--- src/rtl/cpu_run_ctrl.sv ---
// Run controller for a CPU under test: sequences its reset, watches for program end
// (ecall, PC self-loop or timeout), freezes it and streams the register file out.
module cpu_run_ctrl #(
    parameter int          XLEN        = 32,
    parameter int          NREGS       = 32,
    parameter int          AW          = 5,
    parameter int          RST_CYCLES  = 4,
    parameter int          TIMEOUT     = 1000,
    parameter logic [31:0] HALT_INSTR  = 32'h0000_0073,
    parameter int          STALL_LIMIT = 4
) (
    input  logic            clk,
    input  logic            rst,
    output logic            cpu_rst,
    output logic            cpu_hold,
    input  logic [XLEN-1:0] pc,
    input  logic [31:0]     instr,
    output logic [AW-1:0]   reg_addr,
    input  logic [XLEN-1:0] reg_data,
    output logic            dump_valid,
    input  logic            dump_ready,
    output logic [AW-1:0]   dump_idx,
    output logic [XLEN-1:0] dump_data,
    output logic            done,
    output logic [1:0]      status,
    output logic [31:0]     cycle_count
);

    // One-hot so every state-derived output is a plain flop bit.
    typedef enum logic [3:0] {
        S_HOLD = 4'b0001,
        S_RUN  = 4'b0010,
        S_DUMP = 4'b0100,
        S_DONE = 4'b1000
    } state_t;

    localparam logic [AW-1:0] LAST_IDX = AW'(NREGS - 1);

    state_t          state_q, state_d;
    logic [7:0]      hold_cnt_q, hold_cnt_d;
    logic [31:0]     cycle_count_q, cycle_count_d;
    logic [31:0]     stall_cnt_q, stall_cnt_d;
    logic [XLEN-1:0] prev_pc_q, prev_pc_d;
    logic [AW-1:0]   idx_q, idx_d;
    logic [1:0]      status_q, status_d;
    logic            cpu_rst_q, cpu_rst_d;
    logic            cpu_hold_q, cpu_hold_d;
    logic            dump_valid_q, dump_valid_d;
    logic            done_q, done_d;

    logic [31:0]     stall_next;
    logic            hit_ecall, hit_stall, hit_timeout;

    // cycle_count is still 0 during the first RUN cycle, which is excluded from stall detection.
    assign stall_next  = (cycle_count_q != 32'd0 && pc == prev_pc_q) ? stall_cnt_q + 32'd1 : 32'd0;
    assign hit_ecall   = (instr == HALT_INSTR);
    assign hit_stall   = (stall_next == 32'(STALL_LIMIT - 1));
    assign hit_timeout = (cycle_count_q == 32'(TIMEOUT - 1));

    always_ff @(posedge clk) begin
        if (rst) begin
            state_q       <= S_HOLD;
            hold_cnt_q    <= 8'd0;
            cycle_count_q <= 32'd0;
            stall_cnt_q   <= 32'd0;
            prev_pc_q     <= '0;
            idx_q         <= '0;
            status_q      <= 2'd0;
            cpu_rst_q     <= 1'b1;
            cpu_hold_q    <= 1'b0;
            dump_valid_q  <= 1'b0;
            done_q        <= 1'b0;
        end else begin
            state_q       <= state_d;
            hold_cnt_q    <= hold_cnt_d;
            cycle_count_q <= cycle_count_d;
            stall_cnt_q   <= stall_cnt_d;
            prev_pc_q     <= prev_pc_d;
            idx_q         <= idx_d;
            status_q      <= status_d;
            cpu_rst_q     <= cpu_rst_d;
            cpu_hold_q    <= cpu_hold_d;
            dump_valid_q  <= dump_valid_d;
            done_q        <= done_d;
        end
    end

    always_comb begin
        state_d       = state_q;
        hold_cnt_d    = hold_cnt_q;
        cycle_count_d = cycle_count_q;
        stall_cnt_d   = stall_cnt_q;
        prev_pc_d     = prev_pc_q;
        idx_d         = idx_q;
        status_d      = status_q;
        unique case (state_q)
            S_HOLD: begin
                if (hold_cnt_q == 8'(RST_CYCLES - 1)) begin
                    state_d     = S_RUN;
                    prev_pc_d   = pc;
                    stall_cnt_d = 32'd0;
                end else begin
                    hold_cnt_d = hold_cnt_q + 8'd1;
                end
            end
            S_RUN: begin
                cycle_count_d = cycle_count_q + 32'd1;
                prev_pc_d     = pc;
                stall_cnt_d   = stall_next;
                if (hit_ecall)        status_d = 2'd1;
                else if (hit_stall)   status_d = 2'd2;
                else if (hit_timeout) status_d = 2'd3;
                if (hit_ecall || hit_stall || hit_timeout) state_d = S_DUMP;
            end
            S_DUMP: begin
                if (dump_ready) begin
                    if (idx_q == LAST_IDX) state_d = S_DONE;
                    else                   idx_d   = idx_q + AW'(1);
                end
            end
            default: begin
            end
        endcase
    end

    // Outputs are decoded from the next state so they land in flops alongside it.
    always_comb begin
        cpu_rst_d    = (state_d == S_HOLD);
        cpu_hold_d   = (state_d == S_DUMP) || (state_d == S_DONE);
        dump_valid_d = (state_d == S_DUMP);
        done_d       = (state_d == S_DONE);
    end

    assign cpu_rst     = cpu_rst_q;
    assign cpu_hold    = cpu_hold_q;
    assign dump_valid  = dump_valid_q;
    assign done        = done_q;
    assign status      = status_q;
    assign cycle_count = cycle_count_q;
    assign reg_addr    = idx_q;
    assign dump_idx    = idx_q;
    assign dump_data   = reg_data;

endmodule

--- config.mk ---
export PLATFORM = sky130hd
export DESIGN_NAME = cpu_run_ctrl
export DESIGN_NICKNAME = d
export VERILOG_FILES = /design/src/rtl/cpu_run_ctrl.sv
export SDC_FILE = /design/constraint.sdc
export NUM_CORES = 1
export LEC_CHECK = 0
export CORE_ASPECT_RATIO = 0.8
export CORE_MARGIN = 10
export CORE_UTILIZATION = 49
export DETAILED_ROUTE_END_ITERATION = 10
export HOLD_SLACK_MARGIN = 0.08
export PLACE_DENSITY = 0.85
export SETUP_SLACK_MARGIN = 0.3
export SLEW_MARGIN = 20
export SYNTH_ARGS = -nofsm -noshare
export SYNTH_HDL_FRONTEND = slang
export SYNTH_SLANG_ARGS = --single-unit
--- constraint.sdc ---
create_clock -name clk -period 3.5 [get_ports clk]
set_input_delay 0.525 -clock clk [delete_from_list [all_inputs] [get_ports clk]]
set_output_delay 0.525 -clock clk [all_outputs]
set_load 0.005 [all_outputs]
# --- Word level (Yosys, flattened, before mapping) ---
# Index checks and enable logic that the tools add are counted.
word_totals:
  register_bits: 119
  out_inout_bits: 80
  word_cells: 54
op_classes:
  n_addsub: 4
  eq_ne: 13
  mux: 13
  bitwise: 2
  reduce_logical: 11
op_table:
  columns: ["op", "count"]
  rows:
  - ["32-bit case mux with 2 select lines", 2]
  - ["32-bit 2-to-1 mux", 3]
  - ["32-bit by 1-bit adder with 32-bit output (second input constant)", 2]
  - ["32-bit by 10-bit equality test with 1-bit output (second input constant)", 1]
  - ["32-bit by 2-bit equality test with 1-bit output (second input constant)", 1]
  - ["32-bit equality test", 1]
  - ["32-bit by 7-bit equality test with 1-bit output (second input constant)", 1]
  - ["32-bit nonzero test", 1]
  - ["4-bit 2-to-1 mux", 4]
  - ["4-bit case mux with 3 select lines", 1]
  - ["8-bit by 1-bit adder with 8-bit output (second input constant)", 1]
  - ["4-bit by 1-bit equality test with 1-bit output (second input constant)", 2]
  - ["4-bit by 3-bit equality test with 1-bit output (second input constant)", 2]
  - ["8-bit by 2-bit equality test with 1-bit output (second input constant)", 1]
  - ["2-bit 2-to-1 mux", 3]
  - ["2-bit AND reduction", 3]
  - ["5-bit by 1-bit adder with 5-bit output (second input constant)", 1]
  - ["5-bit equality test (second input constant)", 1]
  - ["4-bit by 2-bit equality test with 1-bit output (second input constant)", 1]
  - ["4-bit equality test (second input constant)", 1]
  - ["1-bit logical OR", 3]
  - ["3-bit AND reduction", 1]
  - ["3-bit nonzero test", 1]
  - ["2-bit inequality test (second input constant)", 1]
  - ["3 further kinds", 4]

# --- Longest topological paths before layout ---
# Gate-level depths: netlist of run 1.
logic_depth:
  depth_word: 10
  depth_mapped: 12
  mapped_depth_nobuf: 10

# --- Worst setup path before layout of run 1 ---
# OpenSTA, ideal clock, no wires.
synth_timing:
  path_type: "reg2reg"
  start: "register stall_cnt_q[0]"
  end: "register status_q[1], in the netlist status[1]"
  setup_ns: 0.086
  t_arrival_ns: 2.713
  required_ns: 3.414
  slack_ns: 0.701
  path_stages_with_launch: 11
  path_buffers: 1
  period_less_slack_ns: 2.799
  cell_sequence: "dfxtp_1 -> ha_1 -> and4_1 -> clkbuf_1 -> nand2_1 -> mux2_2 -> nand3_1 -> a221o_1 -> or4_4 -> o21a_4 -> a221oi_2"
synth_via:
  elab_chain_len: 5
  elab_cells_between_ends: 7
  cone_classes: "add/sub (1); eq/ne (1); mux (3); reduce/logical (2)"
synth_rtl:
  columns: ["element", "line", "rtl"]
  rows:
  - ["from (decl)", "42", "logic [31:0] stall_cnt_q, stall_cnt_d;"]
  - ["from (signal assigned)", "77", "stall_cnt_q <= stall_cnt_d;"]
  - ["32-bit by 1-bit adder with 32-bit output *", "55", "assign stall_next = (cycle_count_q != 32'd0 && pc == prev_pc_q) ? stall_cnt_q + 32'd1 : 32'd0;"]
  - ["32-bit 2-to-1 mux *", "55", null]
  - ["32-bit by 2-bit equality test with 1-bit output *", "57", "assign hit_stall = (stall_next == 32'(STALL_LIMIT - 1));"]
  - ["3-bit nonzero test (no source line) / 2-bit 2-to-1 mux (equally long branches)", null, null]
  - ["2-bit AND reduction (no source line) / 2-bit 2-to-1 mux (equally long branches)", null, null]
  - ["to (signal assigned)", "80", "status_q <= status_d;"]
  - ["to (decl)", "45", "logic [1:0] status_q, status_d;"]
# Mark *: on every way between the ends. The rest lies on a longest branch, timed or not.
# A chain may end at the register's enable or synchronous reset.

# --- Worst setup path after layout of run 1 ---
# Ends and elaborated chain as after synthesis.

==> results of run 1 <==
## metrics by stage
step / util / area, um2 / power (mW)
floorplan: - / 6450 / 1.78
global placement: 0.581 / 7470 / 1.93
detailed placement: 0.581 / 7470 / 1.94
CTS: 0.627 / 8070 / 3.67
global route: 0.628 / 8080 / 3.78
finish: 0.628 / 8080 / 3.65
## state kept, by name, summed over array words and instances, names as in the netlist
name	count
prev_pc_q	32
dump_valid	1
cpu_hold	1
done	1
status	2
state_q	4
hold_cnt_q	8
cycle_count	32
dump_idx	5
cpu_rst	1
stall_cnt_q	32
## cell usage in the layout (no fill, tap or decap), drive strengths merged, types with 6 or more instances in the layout
master / count
nand2: 109
a21oi: 73
buf: 18
or3: 14
clkbuf: 19
clkdlybuf4s50: 113
nor3: 23
xor2: 60
inv: 11
nor2: 77
ha: 6
o21ai: 32
dfxtp: 119
and4: 10
xnor2: 18
a31oi: 6
nand3: 33
and3: 17
nor4: 33
or4: 8
nand4: 25
## cell families (layout without fill, tap and decap cells)
family,Yosys count,in the layout,share of synthesized area
adders and majority gates,6,6,0.0116
DFF,119,119,0.370
and+or+nand+nor,375,375,0.303
xor gates and xnor gates,78,78,0.106
muxes,5,5,0.00815
AOI/OAI and AO/OA,136,136,0.123
buffers and inverters,92,172,0.0790
## worst reg2reg max path, stage by stage (launching register included)
cell	delay [ns]
dfxtp_1	0.43
ha_2	0.27
and4_2	0.33
nand2_1	0.12
mux2_2	0.24
nand3_1	0.07
a221o_1	0.38
or4_4	0.56
o21a_4	0.27
a221oi_2	0.22
## power breakdown
part	internal, mW	switching, mW	total, mW
Combinational	0.202	0.244	0.446
Clock	1.09	0.643	1.73
Sequential	1.42	0.0501	1.47
## what timing repair did
item | 4_1_cts | 5_1_grt
endpoints found under the setup margin | 0 | 2
gates resized for setup | 0 | 4
hold buffers | 0 | 0
## worst paths after layout
path,startpoint,endpoint,slack (ns),cells past startpoint
worst max-delay path,stall_cnt_q[0],status[1],0.53,9
worst min-delay path,prev_pc_q[9],prev_pc_q[9],0.46,2
worst max register to register,stall_cnt_q[0],status[1],0.53,9
worst min register to register,prev_pc_q[9],prev_pc_q[9],0.46,2
## final cells by class
type / instances / area share
Multi-Input combinational cell: 600 / 0.443
Sequential cell: 119 / 0.295
Timing Repair Buffer: 131 / 0.157
Clock buffer: 19 / 0.0560
Tap cell: 175 / 0.0271
Clock inverter: 13 / 0.0181
Inverter: 9 / 0.00418
## metal layers
layer / GRT usage / share of wire / up-vias
met2: 0.286 / 0.45 / 210
li1: - / - / 2964
met3: 0.0695 / 0.089 / 22
met1: 0.225 / 0.45 / 2803
met4: 0.0705 / 0.014 / 0
met5: 0 / 0 / -
==> flow_summary.ini, run 1 <==
[clocking]
clkSlewWorstSetupHoldPaths_ns = 0.06
clockBufferDepth = 2
post_cts_buffers = 0
h-tree-depth = 4
cts_tree = yes
root_buffer = clkbuf_16
clock-sinks = 119
cts_buffers = 17
clkLatencyLatePin_ns = 0.41

[sta]
relSlewSlack = 0.436
hold_viol = 0
setup_tns_ns = 0
setup_viol = 0
fmax_mhz = 337
setup_slack_ns = 0.531
hold_ws_ns = 0.462
skew_ns = 0.00870
tightest_slew_ns = 0.844
slew_viol_final = 0
rsz0062_at_grt = false
fin_crit_sh = 0.848
period_minus_slack_ns = 2.97

[synth]
synth_flop_cell = dfxtp_1
synth_area_leaders = dfxtp_1 (37%), xor2_1 (8.2%), nand2_1 (6.3%), a21oi_1 (5.7%), nor2_1 (4.4%)
synth-seq-area-share = 0.370
synth_edf_count = 0
synthDominantCellAreaShare = 0.370
syn_inst = 811
synthDistinctLibCells = 60
netlist_top_cells_count = dfxtp_1 (119), nand2_1 (109), nor2_1 (76), a21oi_1 (73), xor2_1 (60)
yosysTopAreaCell = dfxtp_1
synthArstFlopShare = 0
yosysMostFrequentCell = dfxtp_1
syn_area_mm2 = 0.00645
ys_ff_latch = 119
ys_warn_count = 0
syn_nets = 916
syn_avg_cell_area_um2 = 7.95

[placed_design]
port_buffers = 114
globalplace.congestion = 0.907
dp_slack_ns = 0.403
dp_hpwl_mm = 12.1
dp.cells = 1034

[critical_path]
worstPathMaxFanout = 7
crit_arrival_ns = 3.28
worst_path_largest_cell_delay_ns = 0.56
critical_path_required_ns = 3.82
critPathSlowestCell = or4_4
crit_family = simple AND/OR/NAND/NOR gates
path_buf_inv = 0
start_kind = flop
worstPathCellList = ha_2 -> and4_2 -> nand2_1 -> mux2_2 -> nand3_1 -> a221o_1 -> or4_4 -> o21a_4 -> a221oi_2
criticalPathCategory = reg -> reg
end_kind = flop

[floorplanning]
die-area_mm2 = 0.0182
row_count = 37
core_area_mm2 = 0.0129
die_w_um = 148
ios = 179
die_y_um = 123
initial_core_util = 0.501

[power_and_ir_drop]
irDropWorstVdd_uv = 360
powerDensity_mw_per_mm2 = 451
p_leak_nw = 2.84

[global_routing]
antenna_found_initial = 0
grt_pass1_vias = 5744
grt_pass1_wl_mm = 27.6
track_usage = 0.183
grt_max_degree = 66
overflow = 0

[finish]
antenna_cells = 0
syn2layout_area_growth_pct = 25.4
fin_nets = 983
drive_gt1_frac = 0.0898
final_cells = 1066
regArea_mm2 = 0.00238
multi_input_area_mm2 = 0.00358
nFillCells = 1099

[routing]
first_pass_iters = 5
wl_mm = 17.1
drc = 0
drt_iter0_drc = 516
vias = 5999
viasPerCell = 5.63
ant_nets = 0
wl_per_cell_um = 16.0

[min_path]
hold_class = reg -> reg

[job]
maxCapViolCount = 0

[status]
status = complete, no violations
Power figures use the tool's default switching activity.
==> run 2, diff against run 1 <==
- clock period: 3.5 -> 3.1 ns (I/O delays scaled with it)
==> run 2 against run 1 <==
Net effect:
- routed wire length up 3.3%
- clock-buffer cell count up 3
- final area rose by 2.4%
- hold slack improved by 0.0014 ns
- largest cell class unchanged
- sequential power grew 13%
- total power rose by 9.8%
- critical endpoint is now status[0]
- cell count is 0.84% higher
- utilization increased by 1.5 points
- critical path depth shrank 1
- register-to-register slack worse by 0.16 ns
- flip-flop and latch count unchanged
==> flow_summary.ini, run 2 (synthesis results as in run 1) <==
[status]
status = complete, no violations

[global_routing]
grt_max_degree = 65
grt_pass1_vias = 5808
antenna_found_initial = 0
track_usage = 0.190
grt_pass1_wl_mm = 28.6
overflow = 0

[floorplanning]
row_count = 37
die_y_um = 123
die-area_mm2 = 0.0182
die_w_um = 148
ios = 179
core_area_mm2 = 0.0129
initial_core_util = 0.501

[critical_path]
worstRegToRegCells = 8
worstPathMaxFanout = 7
crit_arrival_ns = 3.05
critical_path_required_ns = 3.43
start_kind = flop
r2r_start = stall_cnt_q[8]
end_kind = flop
rrSetupSlack_ns = 0.37
r2r-end = status[0]
criticalPathCategory = reg -> reg

[sta]
hold_viol = 0
setup_tns_ns = 0
skew_ns = 0.00825
hold_ws_ns = 0.464
fin_crit_sh = 0.880
setup_slack_ns = 0.373
slew_viol_final = 0
rsz0062_at_grt = true
period_minus_slack_ns = 2.73
setup_viol = 0
relSlewSlack = 0.456
tightest_slew_ns = 0.810
fmax_mhz = 367

[placed_design]
dp_slack_ns = 0.0991
dp_hpwl_mm = 12.2
port_buffers = 114
globalplace.congestion = 0.896

[power_and_ir_drop]
irDropWorstVdd_uv = 436
p_total_mw = 4.01
p_leak_nw = 2.96
powerDensity_mw_per_mm2 = 484

[finish]
antenna_cells = 0
multi_input_area_mm2 = 0.00369
final_cell_mix = clkdlybuf4s50_1 (113), nand2_1 (108), dfxtp_1 (103)
syn2layout_area_growth_pct = 28.4
drive_gt1_frac = 0.130
nFillCells = 1076
layout_commonest_cell = clkdlybuf4s50_1
regArea_mm2 = 0.00241
fin_nets = 992

[min_path]
min_from = prev_pc_q[23]
hold_depth = 2
holdPathEnd = prev_pc_q[23]
hold_class = reg -> reg

[routing]
drc = 0
drt_iter0_drc = 500
wl_mm = 17.7
ant_nets = 0
wl_per_cell_um = 16.4
first_pass_iters = 5
vias = 6047
viasPerCell = 5.63

[clocking]
h-tree-depth = 4
cts_hold_buf = 0
cts_tree = yes
cts_buffers = 17
root_buffer = clkbuf_16
clkSlewWorstSetupHoldPaths_ns = 0.06
clkLatencyLatePin_ns = 0.41
clock-sinks = 119
clockBufferDepth = 2

[job]
maxCapViolCount = 0
[run 2: what timing repair did]
action / CTS / global route
setup buffers: 1 / 0
endpoints found under the setup margin: 6 / 12
hold endpoints to repair: 0 / 0
pin swaps: 0 / 5
gates resized for setup: 17 / 28
[run 2: worst max path at each step]
stage	start	end	slack [ns]	cells after the start
2_1_floorplan	stall_cnt_q[0]	status[1]	0.30	10
3_3_place_gp	pc[5]	stall_cnt_q[24]	0.10	10
3_5_place_dp	pc[5]	stall_cnt_q[24]	0.1	10
4_1_cts	stall_cnt_q[1]	status[0]	0.30	9
5_1_grt	stall_cnt_q[11]	status[0]	0.28	8
6_report	stall_cnt_q[8]	status[0]	0.37	8
[run 2: metrics by stage]
step	area [um2]	util	instances
2_1_floorplan	6450	-	811
3_3_place_gp	7560	0.587	1042
3_5_place_dp	7560	0.587	1042
4_1_cts	8180	0.635	1075
5_1_grt	8280	0.643	1075
6_report	8280	0.643	1075
[run 2: metal layers]
layer,vias up,part of all wire,global-route usage
li1,2979,-,-
met1,2802,0.44,0.238
met2,243,0.46,0.302
met3,23,0.088,0.0695
met4,0,0.012,0.0544
met5,-,0,0
[run 2: final cells by class]
type                       count  area share
multi-input combinational    600       0.445
sequential                   119       0.292
timing repair buffer         140       0.164
clock buffer                  22      0.0597
tap                          175      0.0265
clock inverter                10     0.00862
inverter                       9     0.00408
[run 2: power by group]
part / switching, mW / internal [mW] / total [mW]
sequential: 0.0583 / 1.60 / 1.66
combinational: 0.283 / 0.232 / 0.515
clock: 0.710 / 1.13 / 1.84
total: 1.05 / 2.96 / 4.01
[run 2: critical path, stage by stage, from the launching register on]
cell,delay (ns)
dfxtp_2,0.38
and4_4,0.25
nand4_4,0.12
or4_4,0.55
xor2_1,0.17
a31oi_1,0.10
or4_4,0.60
o21a_4,0.26
a211oi_2,0.20
==> run 3, diff against run 2 <==
- SETUP_SLACK_MARGIN: 0.3 -> 0.5
==> run 3 against run 2 <==
Net effect:
- fmax is 0.33% lower
- worst setup slack got worse by 0.0090 ns
- final area rose by 2.1%
- critical path depth grew 2
- highest routed layer unchanged
==> flow_summary.ini, run 3 (synthesis results as in run 1) <==
[power_and_ir_drop]
irDropWorstVdd_uv = 452
intPower_mw = 2.90
swShare = 0.270
powerDensity_mw_per_mm2 = 470
comb_power_share = 0.141
seqPwrFrac = 0.417
p_leak_nw = 3.02
p_clk_frac = 0.441
p_sw_mw = 1.07

[clocking]
clock-sinks = 119
clockBufferDepth = 2
cts_tree = yes
clkLatencyLatePin_ns = 0.42
clkSlewWorstSetupHoldPaths_ns = 0.06
cts_buffers = 17
h-tree-depth = 4
root_buffer = clkbuf_16
cts_hold_buf = 0

[finish]
fin_util = 0.657
antenna_cells = 0
layout_commonest_cell = clkdlybuf4s50_1
syn2layout_area_growth_pct = 31.1
final_cell_mix = clkdlybuf4s50_1 (113), nand2_1 (105), dfxtp_1 (98)
fin_nets = 1007
drive_gt1_frac = 0.163

[job]
maxCapViolCount = 0

[floorplanning]
row_count = 37
core_area_mm2 = 0.0129
die_w_um = 148
die_y_um = 123
die-area_mm2 = 0.0182
initial_core_util = 0.501
ios = 179

[global_routing]
grt_pass1_vias = 5910
grt_max_degree = 79
grt_pass1_wl_mm = 29.2
antenna_found_initial = 0
track_usage = 0.195
overflow = 0

[critical_path]
worstPathMaxFanout = 5
criticalPathCategory = reg -> reg
start_kind = flop
end_kind = flop
crit_arrival_ns = 3.07
critical_path_required_ns = 3.43

[sta]
relSlewSlack = 0.445
rsz0062_at_grt = true
period_minus_slack_ns = 2.74
skew_ns = 0.00788
fmax_mhz = 366
slew_viol_final = 0
setup_tns_ns = 0
fin_crit_sh = 0.883
tightest_slew_ns = 0.832
hold_viol = 0
setup_viol = 0

[status]
status = complete, no violations

[routing]
wl_per_cell_um = 16.9
first_pass_iters = 5
wl_mm = 18.4
ant_nets = 0
drc = 0
vias = 6214
viasPerCell = 5.70
drt_iter0_drc = 592

[placed_design]
port_buffers = 114
globalplace.congestion = 0.911
dp_hpwl_mm = 12.2

[min_path]
hold_class = reg -> reg
run 3: cell types whose count changed in the layout (fill, tap and decap cells not counted), moves of 3 or more:
cell	previous run	this run
clkbuf_8	5	1
buf_4	25	38
nor3_2	1	5
dfxtp_1	103	98
nand2_1	108	105
dfxtp_2	11	15
nor3_1	19	15
run 3: timing repair:
action / in CTS / in global routing
buffers inserted: 3 / 13
pin swaps: 7 / 21
cloned: 0 / 2
endpoints found under the setup margin: 13 / 35
resized for setup: 40 / 23
run 3: layout make-up:
class,count,area [um2]
Fill cell,1021,4420
Multi-Input combinational cell,600,3740
Sequential cell,119,2420
Timing Repair Buffer,155,1510
Clock buffer,20,447
Tap cell,175,219
Clock inverter,12,80.1
Inverter,9,33.8
run 3: final timing paths:
kind,start,end,slack (ns),cells after the start
max,stall_cnt_q[1],status[1],0.36,10
min,prev_pc_q[21],prev_pc_q[21],0.46,2
max reg2reg,stall_cnt_q[1],status[1],0.36,10
min reg2reg,prev_pc_q[21],prev_pc_q[21],0.46,2
run 3: layer usage:
layer | part of all wire | track usage | routed length [um] | vias up
li1 | - | - | - | 3006
met1 | 0.44 | 0.245 | 8140 | 2923
met2 | 0.46 | 0.305 | 8510 | 256
met3 | 0.080 | 0.0688 | 1470 | 29
met4 | 0.015 | 0.0686 | 284 | 0
met5 | 0 | 0 | 0 | -
run 3: per-stage QoR:
stage	power [mW]	hold slack (ns)	area [um2]	cells	worst slack [ns]
2_1_floorplan	2.01	0.444	6450	811	0.416
3_3_place_gp	2.18	0.450	7550	1040	0.212
3_5_place_dp	2.19	0.455	7550	1040	0.111
4_1_cts	3.93	0.463	8220	1075	0.440
5_1_grt	4.12	0.485	8450	1090	0.282
6_report	3.97	0.463	8450	1090	0.364
run 3: power by group through the flow:
| stage | Clock (mW) | Combinational, mW | Sequential [mW] |
|---|---|---|---|
| global placement | 0 | 0.487 | 1.69 |
| finish | 1.75 | 0.561 | 1.66 |
| floorplan | 0 | 0.335 | 1.68 |
| global route | 1.84 | 0.616 | 1.66 |
| detailed placement | 0 | 0.499 | 1.69 |
| CTS | 1.77 | 0.506 | 1.66 |
run 3: critical path, cell delays in order (launching register included):
cell      delay [ns]
dfxtp_2         0.33
buf_4           0.15
nand2_2         0.11
nor3_4          0.06
buf_4           0.15
and3_1          0.22
o41a_1          0.35
a221o_1         0.29
or4_4           0.53
o21a_4          0.26
a221oi_2        0.20
